<file path="src/rtl/multicycle_alu.sv">
// Multi-cycle ALU: single-cycle logic/arith ops, shift-add MULU and optional restoring DIVU.
// Define MULTICYCLE_ALU_DIV_EN to build the divider; otherwise op 111 completes at once with zeros.
module multicycle_alu #(
  parameter int WIDTH = 32
) (
  input  logic             clk,
  input  logic             reset,
  input  logic             start,
  input  logic [2:0]       op,
  input  logic [WIDTH-1:0] a,
  input  logic [WIDTH-1:0] b,
  output logic [WIDTH-1:0] result,
  output logic [WIDTH-1:0] hi,
  output logic             equal,
  output logic             busy,
  output logic             done,
  output logic             dz
);

  localparam int CW = $clog2(WIDTH);
  localparam logic [CW-1:0] CNT_LAST = CW'(WIDTH - 1);
  localparam logic [CW-1:0] CNT_ONE  = CW'(1);

  localparam logic [2:0] OP_ADD  = 3'b000;
  localparam logic [2:0] OP_SUB  = 3'b001;
  localparam logic [2:0] OP_AND  = 3'b010;
  localparam logic [2:0] OP_OR   = 3'b011;
  localparam logic [2:0] OP_SLT  = 3'b100;
  localparam logic [2:0] OP_NOR  = 3'b101;
  localparam logic [2:0] OP_MULU = 3'b110;
  localparam logic [2:0] OP_DIVU = 3'b111;

  typedef enum logic [1:0] {S_IDLE, S_MUL, S_DIV, S_DONE} state_t;

  state_t           state_q, state_d;
  logic [WIDTH-1:0] mcand_q, mcand_d;
  logic [WIDTH-1:0] acc_hi_q, acc_hi_d;
  logic [WIDTH-1:0] acc_lo_q, acc_lo_d;
  logic [CW-1:0]    count_q, count_d;
  logic             eq_pend_q, eq_pend_d;
  logic [WIDTH-1:0] result_q, result_d;
  logic [WIDTH-1:0] hi_q, hi_d;
  logic             equal_q, equal_d;
  logic             dz_q, dz_d;

  logic [WIDTH:0]   mul_sum;

  function automatic logic [WIDTH-1:0] alu_fn(input logic [2:0] f,
                                              input logic [WIDTH-1:0] x,
                                              input logic [WIDTH-1:0] y);
    logic [WIDTH-1:0] r;
    case (f)
      OP_ADD:  r = x + y;
      OP_SUB:  r = x - y;
      OP_AND:  r = x & y;
      OP_OR:   r = x | y;
      OP_SLT:  r = {{(WIDTH-1){1'b0}}, ($signed(x) < $signed(y))};
      OP_NOR:  r = ~(x | y);
      default: r = {WIDTH{1'b0}};
    endcase
    alu_fn = r;
  endfunction

  // Multiplier step: conditionally add multiplicand into the high half, then shift right.
  assign mul_sum = {1'b0, acc_hi_q} + (acc_lo_q[0] ? {1'b0, mcand_q} : {(WIDTH+1){1'b0}});

`ifdef MULTICYCLE_ALU_DIV_EN
  logic [WIDTH:0] rem_sh;
  logic [WIDTH:0] div_diff;
  logic           q_bit;
  // Divider step: remainder < divisor, so rem_sh fits WIDTH+1 bits and diff[WIDTH] is the sign.
  assign rem_sh   = {acc_hi_q, acc_lo_q[WIDTH-1]};
  assign div_diff = rem_sh - {1'b0, mcand_q};
  assign q_bit    = ~div_diff[WIDTH];
`endif

  // Next-state and datapath update.
  always_comb begin
    state_d   = state_q;
    mcand_d   = mcand_q;
    acc_hi_d  = acc_hi_q;
    acc_lo_d  = acc_lo_q;
    count_d   = count_q;
    eq_pend_d = eq_pend_q;
    result_d  = result_q;
    hi_d      = hi_q;
    equal_d   = equal_q;
    dz_d      = dz_q;
    case (state_q)
      S_IDLE: begin
        if (start) begin
          if (op == OP_MULU) begin
            state_d   = S_MUL;
            mcand_d   = a;
            acc_hi_d  = {WIDTH{1'b0}};
            acc_lo_d  = b;
            count_d   = {CW{1'b0}};
            eq_pend_d = (a == b);
          end else if (op == OP_DIVU) begin
`ifdef MULTICYCLE_ALU_DIV_EN
            if (b == {WIDTH{1'b0}}) begin
              state_d  = S_DONE;
              result_d = {WIDTH{1'b1}};
              hi_d     = a;
              equal_d  = (a == b);
              dz_d     = 1'b1;
            end else begin
              state_d   = S_DIV;
              mcand_d   = b;
              acc_hi_d  = {WIDTH{1'b0}};
              acc_lo_d  = a;
              count_d   = {CW{1'b0}};
              eq_pend_d = (a == b);
            end
`else
            state_d  = S_DONE;
            result_d = {WIDTH{1'b0}};
            hi_d     = {WIDTH{1'b0}};
            equal_d  = (a == b);
            dz_d     = 1'b0;
`endif
          end else begin
            state_d  = S_DONE;
            result_d = alu_fn(op, a, b);
            hi_d     = {WIDTH{1'b0}};
            equal_d  = (a == b);
            dz_d     = 1'b0;
          end
        end else begin
          state_d = S_IDLE;
        end
      end
      S_MUL: begin
        acc_hi_d = mul_sum[WIDTH:1];
        acc_lo_d = {mul_sum[0], acc_lo_q[WIDTH-1:1]};
        if (count_q == CNT_LAST) begin
          state_d  = S_DONE;
          result_d = {mul_sum[0], acc_lo_q[WIDTH-1:1]};
          hi_d     = mul_sum[WIDTH:1];
          equal_d  = eq_pend_q;
          dz_d     = 1'b0;
        end else begin
          count_d = count_q + CNT_ONE;
        end
      end
`ifdef MULTICYCLE_ALU_DIV_EN
      S_DIV: begin
        acc_hi_d = q_bit ? div_diff[WIDTH-1:0] : rem_sh[WIDTH-1:0];
        acc_lo_d = {acc_lo_q[WIDTH-2:0], q_bit};
        if (count_q == CNT_LAST) begin
          state_d  = S_DONE;
          result_d = {acc_lo_q[WIDTH-2:0], q_bit};
          hi_d     = q_bit ? div_diff[WIDTH-1:0] : rem_sh[WIDTH-1:0];
          equal_d  = eq_pend_q;
          dz_d     = 1'b0;
        end else begin
          count_d = count_q + CNT_ONE;
        end
      end
`endif
      S_DONE:  state_d = S_IDLE;
      default: state_d = S_IDLE;
    endcase
  end

  // State and datapath registers.
  always_ff @(posedge clk or posedge reset) begin
    if (reset) begin
      state_q   <= S_IDLE;
      mcand_q   <= {WIDTH{1'b0}};
      acc_hi_q  <= {WIDTH{1'b0}};
      acc_lo_q  <= {WIDTH{1'b0}};
      count_q   <= {CW{1'b0}};
      eq_pend_q <= 1'b0;
      result_q  <= {WIDTH{1'b0}};
      hi_q      <= {WIDTH{1'b0}};
      equal_q   <= 1'b0;
      dz_q      <= 1'b0;
    end else begin
      state_q   <= state_d;
      mcand_q   <= mcand_d;
      acc_hi_q  <= acc_hi_d;
      acc_lo_q  <= acc_lo_d;
      count_q   <= count_d;
      eq_pend_q <= eq_pend_d;
      result_q  <= result_d;
      hi_q      <= hi_d;
      equal_q   <= equal_d;
      dz_q      <= dz_d;
    end
  end

  assign result = result_q;
  assign hi     = hi_q;
  assign equal  = equal_q;
  assign dz     = dz_q;
  assign busy   = (state_q != S_IDLE);
  assign done   = (state_q == S_DONE);

endmodule

</file>
<file path="config.mk">
export PLATFORM = sky130hd
export DESIGN_NAME = multicycle_alu
export DESIGN_NICKNAME = d
export VERILOG_FILES = /design/src/rtl/multicycle_alu.sv
export SDC_FILE = /design/constraint.sdc
export NUM_CORES = 1
export LEC_CHECK = 0
export ABC_CLOCK_PERIOD_IN_PS = 11960
export BUFFER_PORTS_ARGS = -buffer_cell sky130_fd_sc_hd__buf_2
export CORE_MARGIN = 5
export CORE_UTILIZATION = 50
export DETAILED_ROUTE_END_ITERATION = 12
export PLACE_DENSITY = 0.69
export SETUP_SLACK_MARGIN = 0.5
export SYNTH_ARGS = -nofsm -noshare
export SYNTH_HDL_FRONTEND = slang
export SYNTH_SLANG_ARGS = --single-unit
</file>
<file path="constraint.sdc">
create_clock -name clk -period 11.96 [get_ports clk]
set_input_delay 1.196 -clock clk [delete_from_list [all_inputs] [get_ports clk]]
set_output_delay 1.196 -clock clk [all_outputs]
set_load 0.01 [all_outputs]
</file>
==> metrics.yaml, run 1 <==
clock_tree:
  root_buffer: "clkbuf_16"
  cts_setup_buffers: 0
  cts.sinks: 169
  clk_pin_slew_ns: 0.07
  holdBufCountCts: 0
  ctsResizeCount: 0
  tritoncts: "yes"
  clkLatencyLatePin_ns: 0.44
  clock_path_buffers: 2
  h-tree-depth: 4
  numCtsBuffers: 17
sta:
  final_hold_viol_count: 0
  period_needed_ns: 4.14
  tightest_slew_ns: 1.15
  maxSlewViolCount: 0
  tns_ns: 0
  hold_ws_ns: 0.471
  slew-limit-headroom: 0.233
  finalClockSkew_ns: 0.0180
  finalSetupViolations: 0
  finalCritPeriodShare: 0.346
  fmax_mhz: 242
  rsz0062_at_grt: "no"
floorplan:
  ioPinCount: 138
  die_area_um2: 30300
  start_util: 0.503
  die_w_um: 174
  die_h_um: 174
  placementRows: 60
  core_um2: 26700
worst_setup_path:
  cp_cell_sequence: "and2_1 > ha_1 > fa_1 > a21oi_1 > o21ai_1 > a2111oi_0 > o211ai_1 > nand4_1 > a31oi_1 > a221oi_1 > o21bai_1 > xnor2_1 > o31ai_1"
  criticalPathCategory: "register to register"
  cp_max_fo: 33
  critPathArrivalTime_ns: 4.47
  cp_top_family: "compound AO/OA/AOI/OAI gates"
  critical-path-max-stage-delay_ns: 0.66
  slowest_stage: "dfrtp_1"
  crit_buf_inv: 0
  crit_required_ns: 12.29
  start_kind: "register"
  end_kind: "register"
yosys:
  async_flop_share: 1.00
  ys.flop_type: "dfrtp_1"
  syn_area_um2: 13400
  syn_nets: 1882
  synthCells: 1672
  seq_area_frac_synth: 0.315
  ys_warn_count: 0
  synth_edf_count: 0
  yosysUniqueCellTypes: 79
  syn_avg_cell_area_um2: 8.04
  synth-seq-cells: 169
pwr:
  power_density_nw_per_um2: 225
  leakage_nw: 7.26
  max-vdd-ir-drop_v: 0.000112
cells_and_area:
  final_nets: 1952
  nFillCells: 2532
  stdcell_area_um2: 14900
  layout_commonest_cell: "nand2_1"
  drive_gt1_frac: 0.122
  syn2layout_area_growth_pct: 11.0
  seqCellArea_um2: 4230
  multi_input_area_um2: 8340
  layout_common_cells: "228 x nand2_1, 169 x dfrtp_1, 152 x o21ai_0"
detailed_routing:
  avgViaCountPerCell: 6.09
  wl_per_cell_um: 20.4
  drt_pass1_iterations: 7
  final_antenna_net_count: 0
  vias: 12774
  drc: 0
  drt-total-wl_um: 42800
  drt_iter0_markers: 1453
placed_design:
  gp_congestion: 1.02
  hpwl_um: 31700
  place_area_um2: 14300
  io_buffers: 136
run:
  cap_violations: 0
grt:
  gr-total-overflow: 0
  grt_max_degree: 99
  antenna_found_initial: 2
  first_global_vias: 12346
  grt_use_total: 0.279
  grt_pass1_wl_um: 68200
hold_path:
  hp-class: "register to register"
status:
  status: "completed"
[per-stage QoR]
stage	worst slack (ns)	power, mW	utilization	std cells
floorplan	6.19	2.21	-	1672
finish	7.82	3.36	0.558	2096
CTS	7.81	3.36	0.558	2095
global placement	7.71	2.72	0.536	2064
global route	7.42	3.63	0.558	2096
detailed placement	7.66	2.76	0.536	2064
[cell families after synthesis]
| kind of cell | share of synthesized area |
|---|---|
| and+or+nand+nor | 0.171 |
| buffers and inverters | 0.0679 |
| AOI/OAI and AO/OA | 0.267 |
| muxes | 0.0111 |
| xor gates and xnor gates | 0.0365 |
| adders and majority gates | 0.132 |
| other | 0.000279 |
| DFF | 0.315 |
[flip-flops by register name, summed over array words and instances (netlist names)]
register,flops
result,32
equal,1
hi,32
count_q,5
acc_hi_q,32
mcand_q,32
eq_pend_q,1
acc_lo_q,32
state_q,2
[Yosys cell counts, types with 5 or more instances]
cell type / count / area share
a221oi_1: 21 / 0.014
dfrtp_1: 169 / 0.31
a21o_1: 22 / 0.012
a222oi_1: 31 / 0.023
o21bai_1: 16 / 0.0089
nand2b_1: 13 / 0.0060
nor2_1: 119 / 0.033
a31oi_1: 16 / 0.0074
clkbuf_1: 81 / 0.023
or2_2: 5 / 0.0023
nand2_1: 228 / 0.064
nor3_1: 20 / 0.0074
xnor2_1: 42 / 0.027
inv_1: 137 / 0.038
nor4_1: 8 / 0.0037
o21a_1: 10 / 0.0056
and2_1: 37 / 0.017
o21ai_0: 153 / 0.057
nand3_1: 28 / 0.010
a211o_1: 7 / 0.0046
a22o_1: 8 / 0.0052
ha_1: 137 / 0.13
and3_1: 9 / 0.0042
mux2i_1: 10 / 0.0074
nor2b_1: 8 / 0.0037
nand4_1: 15 / 0.0070
a211oi_1: 22 / 0.012
a221o_1: 8 / 0.0060
a21oi_1: 137 / 0.051
xor2_1: 14 / 0.0091
buf_1: 12 / 0.0033
o31ai_1: 21 / 0.012
or3_1: 10 / 0.0047
o211ai_1: 18 / 0.010
[final cells by class]
| type | instances | area share |
|---|---|---|
| Multi-Input combinational cell | 1265 | 0.559 |
| Sequential cell | 169 | 0.283 |
| Timing Repair Buffer | 151 | 0.0532 |
| Inverter | 138 | 0.0350 |
| Tap cell | 341 | 0.0286 |
| Clock buffer | 17 | 0.0285 |
| Clock inverter | 14 | 0.0122 |
| Antenna cell | 1 | 0.000168 |
[path summary, 6_finish.rpt]
kind                              from            to  slack (ns)  cells after the start
max                        acc_lo_q[0]        hi[29]        7.82                     13
min                         mcand_q[0]    mcand_q[0]        0.47                      2
max reg2reg                acc_lo_q[0]        hi[29]        7.82                     13
min reg2reg                 mcand_q[0]    mcand_q[0]        0.47                      2
max in group asynchronous        reset  acc_lo_q[27]        9.48                      3
min in group asynchronous        reset         hi[5]        0.96                      2
[tightest hold or removal path: cells and delay by family, from the launching register on]
| family | cells | cell delay (ns) |
|---|---|---|
| compound gates | 1 | 0.06 |
| flops | 1 | 0.34 |
| simple gates | 1 | 0.04 |
[power by group]
part | internal (mW) | switching (mW) | total [mW] | leakage (nW)
Clock | 0.335 | 0.265 | 0.599 | 0.304
Combinational | 0.651 | 1.05 | 1.70 | 4.83
Sequential | 0.851 | 0.209 | 1.06 | 2.13
[per-layer routing]
metal / wire, µm / global-route usage
met5: 12 / 0
met4: 1390 / 0.0937
met3: 3950 / 0.0672
met2: 18200 / 0.411
met1: 19300 / 0.404
Note: power is estimated with default switching activity, not from simulation.
==> run 2: changes to the inputs <==
--- a/config.mk
+++ b/config.mk
@@ -5,7 +5,7 @@
 export SDC_FILE = /design/constraint.sdc
 export NUM_CORES = 1
 export LEC_CHECK = 0
-export ABC_CLOCK_PERIOD_IN_PS = 11960
+export ABC_CLOCK_PERIOD_IN_PS = 4100
 export BUFFER_PORTS_ARGS = -buffer_cell sky130_fd_sc_hd__buf_2
 export CORE_MARGIN = 5
 export CORE_UTILIZATION = 50
==> constraint.sdc (replaced) <==
create_clock -name clk -period 4.1 [get_ports clk]
set_input_delay 0.41 -clock clk [delete_from_list [all_inputs] [get_ports clk]]
set_output_delay 0.41 -clock clk [all_outputs]
set_load 0.01 [all_outputs]
==> run 2 against run 1 <==
Net effect:
- global-route usage decreased by 0.26 points
- die area unchanged
- sequential power grew to 2.9 times the previous value
- critical path depth did not move
- sequential share of layout area decreased by 0.22 points
- maximum frequency rose by 20%
- power rose to 2.9 times the previous value
- hold slack worse by 0.26 ns
- clock-buffer cell count increased by 1
- worst setup slack got worse by 7.2 ns
- critical endpoint unchanged
- largest cell class unchanged
==> metrics.yaml, run 2 (synthesis gave the netlist of run 1 again) <==
status:
  status: "completed"
placed_design:
  hpwl_um: 31100  # -2.0%
  place_area_um2: 14400  # +0.61%
  io_buffers: 136  # unchanged
  gp_congestion: 0.985  # -3.1%
pwr:
  sw_frac_of_total: 0.455  # +0.00172
  p_switching_mw: 4.46  # +190%
  pwr-share-comb: 0.514  # +0.008
  max-vdd-ir-drop_v: 0.000339  # +200%
  internal_power_mw: 5.36  # +190%
  p_seq_frac: 0.311  # -0.005
  p_clk_frac: 0.175  # -0.003
  leakage_nw: 7.29  # +0.38%
  power_density_nw_per_um2: 653  # +190%
worst_setup_path:
  worstReg2RegEnd: "hi[29]"
  cp_cell_sequence: "buf_4 > and2_1 > fa_1 > a21oi_2 > o21ai_1 > a2111oi_2 > o211ai_1 > nand4_1 > a31oi_1 > a221oi_2 > o21bai_1 > xnor2_1 > o31ai_1"
  ff2ff_setup_slack_ns: 0.67  # -7.16 ns
  start_kind: "register"
  critical-path-max-stage-delay_ns: 0.45  # -0.21 ns
  critPathArrivalTime_ns: 3.79  # -0.68 ns
  criticalPathCategory: "register to register"
  cp_max_fo: 32  # -3.0%
  crit_required_ns: 4.45  # -7.84 ns
  end_kind: "register"
  cp-endpoint: "hi[29]"
  slowest_stage: "fa_1"
  r2r_cells: 13  # unchanged
  cp_top_family: "compound AO/OA/AOI/OAI gates"
  crit_buf_inv: 1  # +1
  cp-startpoint: "acc_lo_q[0]"
  regToRegStartpoint: "acc_lo_q[0]"
  cp.depth: 13  # unchanged
sta:
  rsz0062_at_grt: "yes"
  tightest_slew_ns: 1.12  # -0.0262 ns
  slew-limit-headroom: 0.252  # +0.0184
  hold_ws_ns: 0.212  # -0.260 ns
  period_needed_ns: 3.43  # -0.704 ns
  finalClockSkew_ns: 0.0172  # -0.000785 ns
  fmax_mhz: 291  # +20%
  finalCritPeriodShare: 0.837  # +0.491
  maxSlewViolCount: 0  # unchanged
  tns_ns: 0  # unchanged
  finalSetupViolations: 0  # unchanged
  final_hold_viol_count: 0  # unchanged
cells_and_area:
  syn2layout_area_growth_pct: 11.9
  nFillCells: 2521  # -0.43%
  stdcell_area_um2: 15000  # +0.80%
  layout_commonest_cell: "nand2_1"
  final_nets: 1959  # +0.36%
  drive_gt1_frac: 0.128  # +0.00626
  layout_common_cells: "228 x nand2_1, 169 x dfrtp_1, 152 x o21ai_0"
detailed_routing:
  drc: 0  # unchanged
  drt_pass1_iterations: 7  # unchanged
  final_antenna_net_count: 0  # unchanged
  wl_per_cell_um: 20.1  # -1.7%
  avgViaCountPerCell: 6.09  # about the same
  drt_iter0_markers: 1409  # -3.0%
  vias: 12817  # +0.34%
  drt-total-wl_um: 42300  # -1.3%
floorplan:
  die_area_um2: 30300  # unchanged
  die_w_um: 174  # unchanged
  ioPinCount: 138  # unchanged
  die_h_um: 174  # unchanged
  start_util: 0.503  # unchanged
  core_um2: 26700  # unchanged
  placementRows: 60  # unchanged
grt:
  grt_pass1_wl_um: 67900  # -0.43%
  antenna_found_initial: 1  # -1
  gr-total-overflow: 0  # unchanged
  first_global_vias: 12286  # -0.49%
  grt_use_total: 0.277  # -0.00262
  grt_max_degree: 170  # +72%
clock_tree:
  holdBufCountCts: 0  # unchanged
  clk_pin_slew_ns: 0.08  # about the same
  cts.sinks: 169  # unchanged
  root_buffer: "clkbuf_16"
  numCtsBuffers: 17  # unchanged
  clkLatencyLatePin_ns: 0.45  # about the same
  tritoncts: "yes"
  clock_path_buffers: 2  # unchanged
  h-tree-depth: 4  # unchanged
run:
  cap_violations: 0  # unchanged
hold_path:
  hp-class: "primary input to register"
-- run 2: cell types whose count changed in the layout (fill, tap and decap cells not counted), sizes merged --
| cell | previous run | this run |
|---|---|---|
| clkinv | 4 | 2 |
| clkbuf | 17 | 18 |
| inv | 145 | 143 |
| buf | 151 | 158 |
| clkinvlp | 0 | 5 |
| bufinv | 3 | 2 |
-- run 2: routing by layer --
| layer | global-route usage | vias to the layer above | part of all wire |
|---|---|---|---|
| met5 | 0 | - | 0 |
| met4 | 0.0907 | 0 | 0.029 |
| met3 | 0.0487 | 76 | 0.076 |
| met2 | 0.416 | 560 | 0.43 |
| met1 | 0.404 | 6087 | 0.47 |
| li1 | - | 6094 | - |
-- run 2: area by class of cell --
cell class / count / area [µm²] / share of cell area
Multi-Input combinational cell: 1265 / 8370 / 0.556
Sequential cell: 169 / 4230 / 0.281
Timing Repair Buffer: 158 / 883 / 0.0587
Inverter: 138 / 522 / 0.0347
Clock buffer: 18 / 429 / 0.0285
Tap cell: 341 / 427 / 0.0284
Clock inverter: 14 / 183 / 0.0121
Antenna cell: 1 / 2.50 / 0.000166
-- run 2: worst register-to-register path, stage by stage (launching register included) --
cell and delay [ns]:
dfrtp_1 0.37, buf_4 0.21, and2_1 0.21, fa_1 0.45, a21oi_2 0.16, o21ai_1 0.11, a2111oi_2 0.36, o211ai_1 0.27
nand4_1 0.19, a31oi_1 0.16, a221oi_2 0.36, o21bai_1 0.13, xnor2_1 0.15, o31ai_1 0.22
-- run 2: repair_timing --
action / CTS / global route
endpoints found under the setup margin: 8 / 11
gates resized for setup: 3 / 3
pin swaps: 0 / 4
buffers inserted: 0 / 0
-- run 2: worst min path at each step --
| stage | startpoint | endpoint | slack, ns | cells after the start |
|---|---|---|---|---|
| floorplan | acc_lo_q[31] | acc_lo_q[31] | 0.44 | 2 |
| global placement | acc_lo_q[31] | acc_lo_q[31] | 0.45 | 2 |
| detailed placement | hi[9] | hi[9] | 0.46 | 2 |
| CTS | b[26] | acc_lo_q[26] | 0.20 | 3 |
| global route | b[26] | acc_lo_q[26] | 0.21 | 3 |
| finish | b[17] | acc_lo_q[17] | 0.21 | 3 |
-- run 2: power by group through the flow --
stage          combinational (mW)  sequential [mW]  clock (mW)
3_3_place_gp                 4.88             3.05           0
6_report                     5.04             3.06        1.72
3_5_place_dp                 5.01             3.07           0
4_1_cts                      5.02             3.05        1.75
5_1_grt                      5.64             3.14        1.82
2_1_floorplan                3.44             3.00           0
-- run 2: metrics by stage --
| step | util | power (mW) | cells | worst slack, ns |
|---|---|---|---|---|
| floorplan | - | 6.44 | 1672 | 0.881 |
| CTS | 0.562 | 9.82 | 2103 | 0.592 |
| detailed placement | 0.539 | 8.07 | 2071 | 0.330 |
| finish | 0.563 | 9.82 | 2104 | 0.667 |
| global placement | 0.539 | 7.93 | 2071 | 0.455 |
| global route | 0.563 | 10.6 | 2104 | 0.486 |
==> run 3: changes to the inputs <==
--- a/config.mk
+++ b/config.mk
@@ -5,7 +5,7 @@
 export SDC_FILE = /design/constraint.sdc
 export NUM_CORES = 1
 export LEC_CHECK = 0
-export ABC_CLOCK_PERIOD_IN_PS = 4100
+export ABC_CLOCK_PERIOD_IN_PS = 3450
 export BUFFER_PORTS_ARGS = -buffer_cell sky130_fd_sc_hd__buf_2
 export CORE_MARGIN = 5
 export CORE_UTILIZATION = 50
==> constraint.sdc (replaced) <==
create_clock -name clk -period 3.45 [get_ports clk]
set_input_delay 0.345 -clock clk [delete_from_list [all_inputs] [get_ports clk]]
set_output_delay 0.345 -clock clk [all_outputs]
set_load 0.01 [all_outputs]
==> run 3 against run 2 <==
Net effect:
- largest cell class unchanged
- non-clock buffer count up 57
- first-iteration DRC count up 8.4%
- maximum frequency up 5.3%
- worst setup slack worse by 0.48 ns
- global-route usage up 0.73 points
- critical endpoint unchanged
==> metrics.yaml, run 3 (synthesis gave the netlist of run 1 again) <==
status:
  status: "completed"
cells_and_area:
  fin_util: 0.596  # +0.0328
  seqCellArea_um2: 4230  # about the same
  drive_gt1_frac: 0.186  # +0.0576
  antennaDiodeCount: 0  # -1
  nFillCells: 2433  # -3.5%
  layout_common_cells: "227 x nand2_1, 168 x dfrtp_1, 138 x o21ai_0"
  layout_commonest_cell: "nand2_1"
  syn2layout_area_growth_pct: 18.4
  final_nets: 2016  # +2.9%
  fin_cells: 2160  # +2.7%
  multi_input_area_um2: 8820  # +5.4%
placed_design:
  gp_congestion: 0.991  # +0.62%
  dp_cells: 2101  # +1.4%
  dp_slack_ns: -0.0141  # -0.344 ns
  hpwl_um: 31600  # +1.7%
  io_buffers: 136  # unchanged
clock_tree:
  h-tree-depth: 4  # unchanged
  cts.sinks: 169  # unchanged
  clk_pin_slew_ns: 0.08  # about the same
  numCtsBuffers: 17  # unchanged
  clock_path_buffers: 2  # unchanged
  tritoncts: "yes"
  clkLatencyLatePin_ns: 0.45  # about the same
  root_buffer: "clkbuf_16"
worst_setup_path:
  criticalPathCategory: "register to register"
  start_kind: "register"
  crit_buf_inv: 1  # unchanged
  end_kind: "register"
  r2r_cells: 13  # unchanged
  slowest_stage: "dfrtp_2"
  cp_max_fo: 5  # -84%
  cp_cell_sequence: "buf_6 > and2_4 > fa_2 > a21oi_4 > o21ai_4 > a2111oi_4 > o211ai_1 > nand4_1 > a31oi_4 > a221oi_2 > o21bai_1 > xnor2_1 > o31ai_1"
  worstReg2RegEnd: "hi[29]"
  critical-path-max-stage-delay_ns: 0.44  # about the same
  regToRegStartpoint: "acc_lo_q[0]"
  ff2ff_setup_slack_ns: 0.19  # -0.48 ns
  cp_top_family: "compound AO/OA/AOI/OAI gates"
  crit_required_ns: 3.80  # -0.65 ns
  critPathArrivalTime_ns: 3.61  # -0.18 ns
hold_path:
  hp-class: "primary input to register"
  hold_depth: 3  # unchanged
  hold_start: "b[22]"
  min_to: "acc_lo_q[22]"
sta:
  tightest_slew_ns: 1.03  # -0.0894 ns
  finalClockSkew_ns: 0.0175  # +0.000280 ns
  slew-limit-headroom: 0.311  # +0.0596
  hold_ws_ns: 0.149  # -0.0630 ns
  period_needed_ns: 3.26  # -0.172 ns
  finalCritPeriodShare: 0.945  # +0.108
  maxSlewViolCount: 0  # unchanged
  fmax_mhz: 307  # +5.3%
  finalSetupViolations: 0  # unchanged
  final_hold_viol_count: 0  # unchanged
  rsz0062_at_grt: "yes"
  layout_setup_ws_ns: 0.188  # -0.478 ns
floorplan:
  die_h_um: 174  # unchanged
  die_w_um: 174  # unchanged
  core_um2: 26700  # unchanged
  placementRows: 60  # unchanged
  die_area_um2: 30300  # unchanged
  ioPinCount: 138  # unchanged
  start_util: 0.503  # unchanged
grt:
  antenna_found_initial: 0  # -1
  first_global_vias: 12615  # +2.7%
  grt_pass1_wl_um: 69900  # +2.9%
  grt_use_total: 0.284  # +0.00734
  grt_max_degree: 170  # unchanged
  gr-total-overflow: 0  # unchanged
pwr:
  finalPower_mw: 12.3  # +26%
  power_density_nw_per_um2: 775  # +19%
  max-vdd-ir-drop_v: 0.000619  # +83%
  leakage_nw: 7.63  # +4.7%
detailed_routing:
  wl_per_cell_um: 20.6  # +2.7%
  vias: 13179  # +2.8%
  avgViaCountPerCell: 6.10  # +0.16%
  drt_iter0_markers: 1527  # +8.4%
  final_antenna_net_count: 0  # unchanged
  drc: 0  # unchanged
  drt_pass1_iterations: 8  # +1
  drt-total-wl_um: 44600  # +5.4%
run:
  cap_violations: 0  # unchanged
==> run 3: changes by cell type in the layout (fill, tap and decap cells not counted), sizes merged <==
cell    previous run  this run
diode              1         0
bufinv             2         1
buf              158       215
clkbuf            18        19
==> run 3: worst max-delay path by stage <==
stage,start,end,slack [ns],depth (start not counted)
2_1_floorplan,acc_lo_q[0],hi[28],0.50,13
3_3_place_gp,a[3],result[13],0.12,13
3_5_place_dp,acc_lo_q[0],hi[29],-0.01,13
4_1_cts,acc_lo_q[0],hi[29],0.20,13
5_1_grt,acc_lo_q[0],hi[29],0.01,13
6_report,acc_lo_q[0],hi[29],0.19,13
==> run 3: cell type report <==
cell class | count | area share
Sequential cell | 169 | 0.266
Multi-Input combinational cell | 1265 | 0.554
Clock buffer | 19 | 0.0278
Inverter | 138 | 0.0328
Clock inverter | 13 | 0.00975
Timing Repair Buffer | 215 | 0.0832
Tap cell | 341 | 0.0268
==> run 3: what timing repair did <==
item	4_1_cts	5_1_grt
pin swaps	25	32
resized for setup	43	54
hold buffers	0	0
endpoints found under the setup margin	31	53
hold endpoints to repair	0	0
setup buffers	11	16
==> run 3: worst min-delay path, cell delays in order <==
cell,delay [ns]
buf_2,0.10
a222oi_1,0.07
inv_1,0.05
==> run 3: through the flow <==
step / area (µm²) / TNS (ns)
floorplan: 13500 / 0
global placement: 14700 / 0
detailed placement: 14700 / -0.0141
CTS: 15500 / 0
global route: 15900 / 0
finish: 15900 / 0
==> run 3: layer usage <==
layer | GRT usage | vias to the layer above | routed length, µm
li1 | - | 6199 | -
met1 | 0.423 | 6363 | 20700
met2 | 0.434 | 552 | 19600
met3 | 0.0365 | 65 | 3060
met4 | 0.0808 | 0 | 1160
met5 | 0 | - | 0
==> run 3: power by group <==
part	switching (mW)	internal, mW
Clock	0.963	1.05
Sequential	0.713	2.95
Combinational	3.98	2.69
Total	5.65	6.69
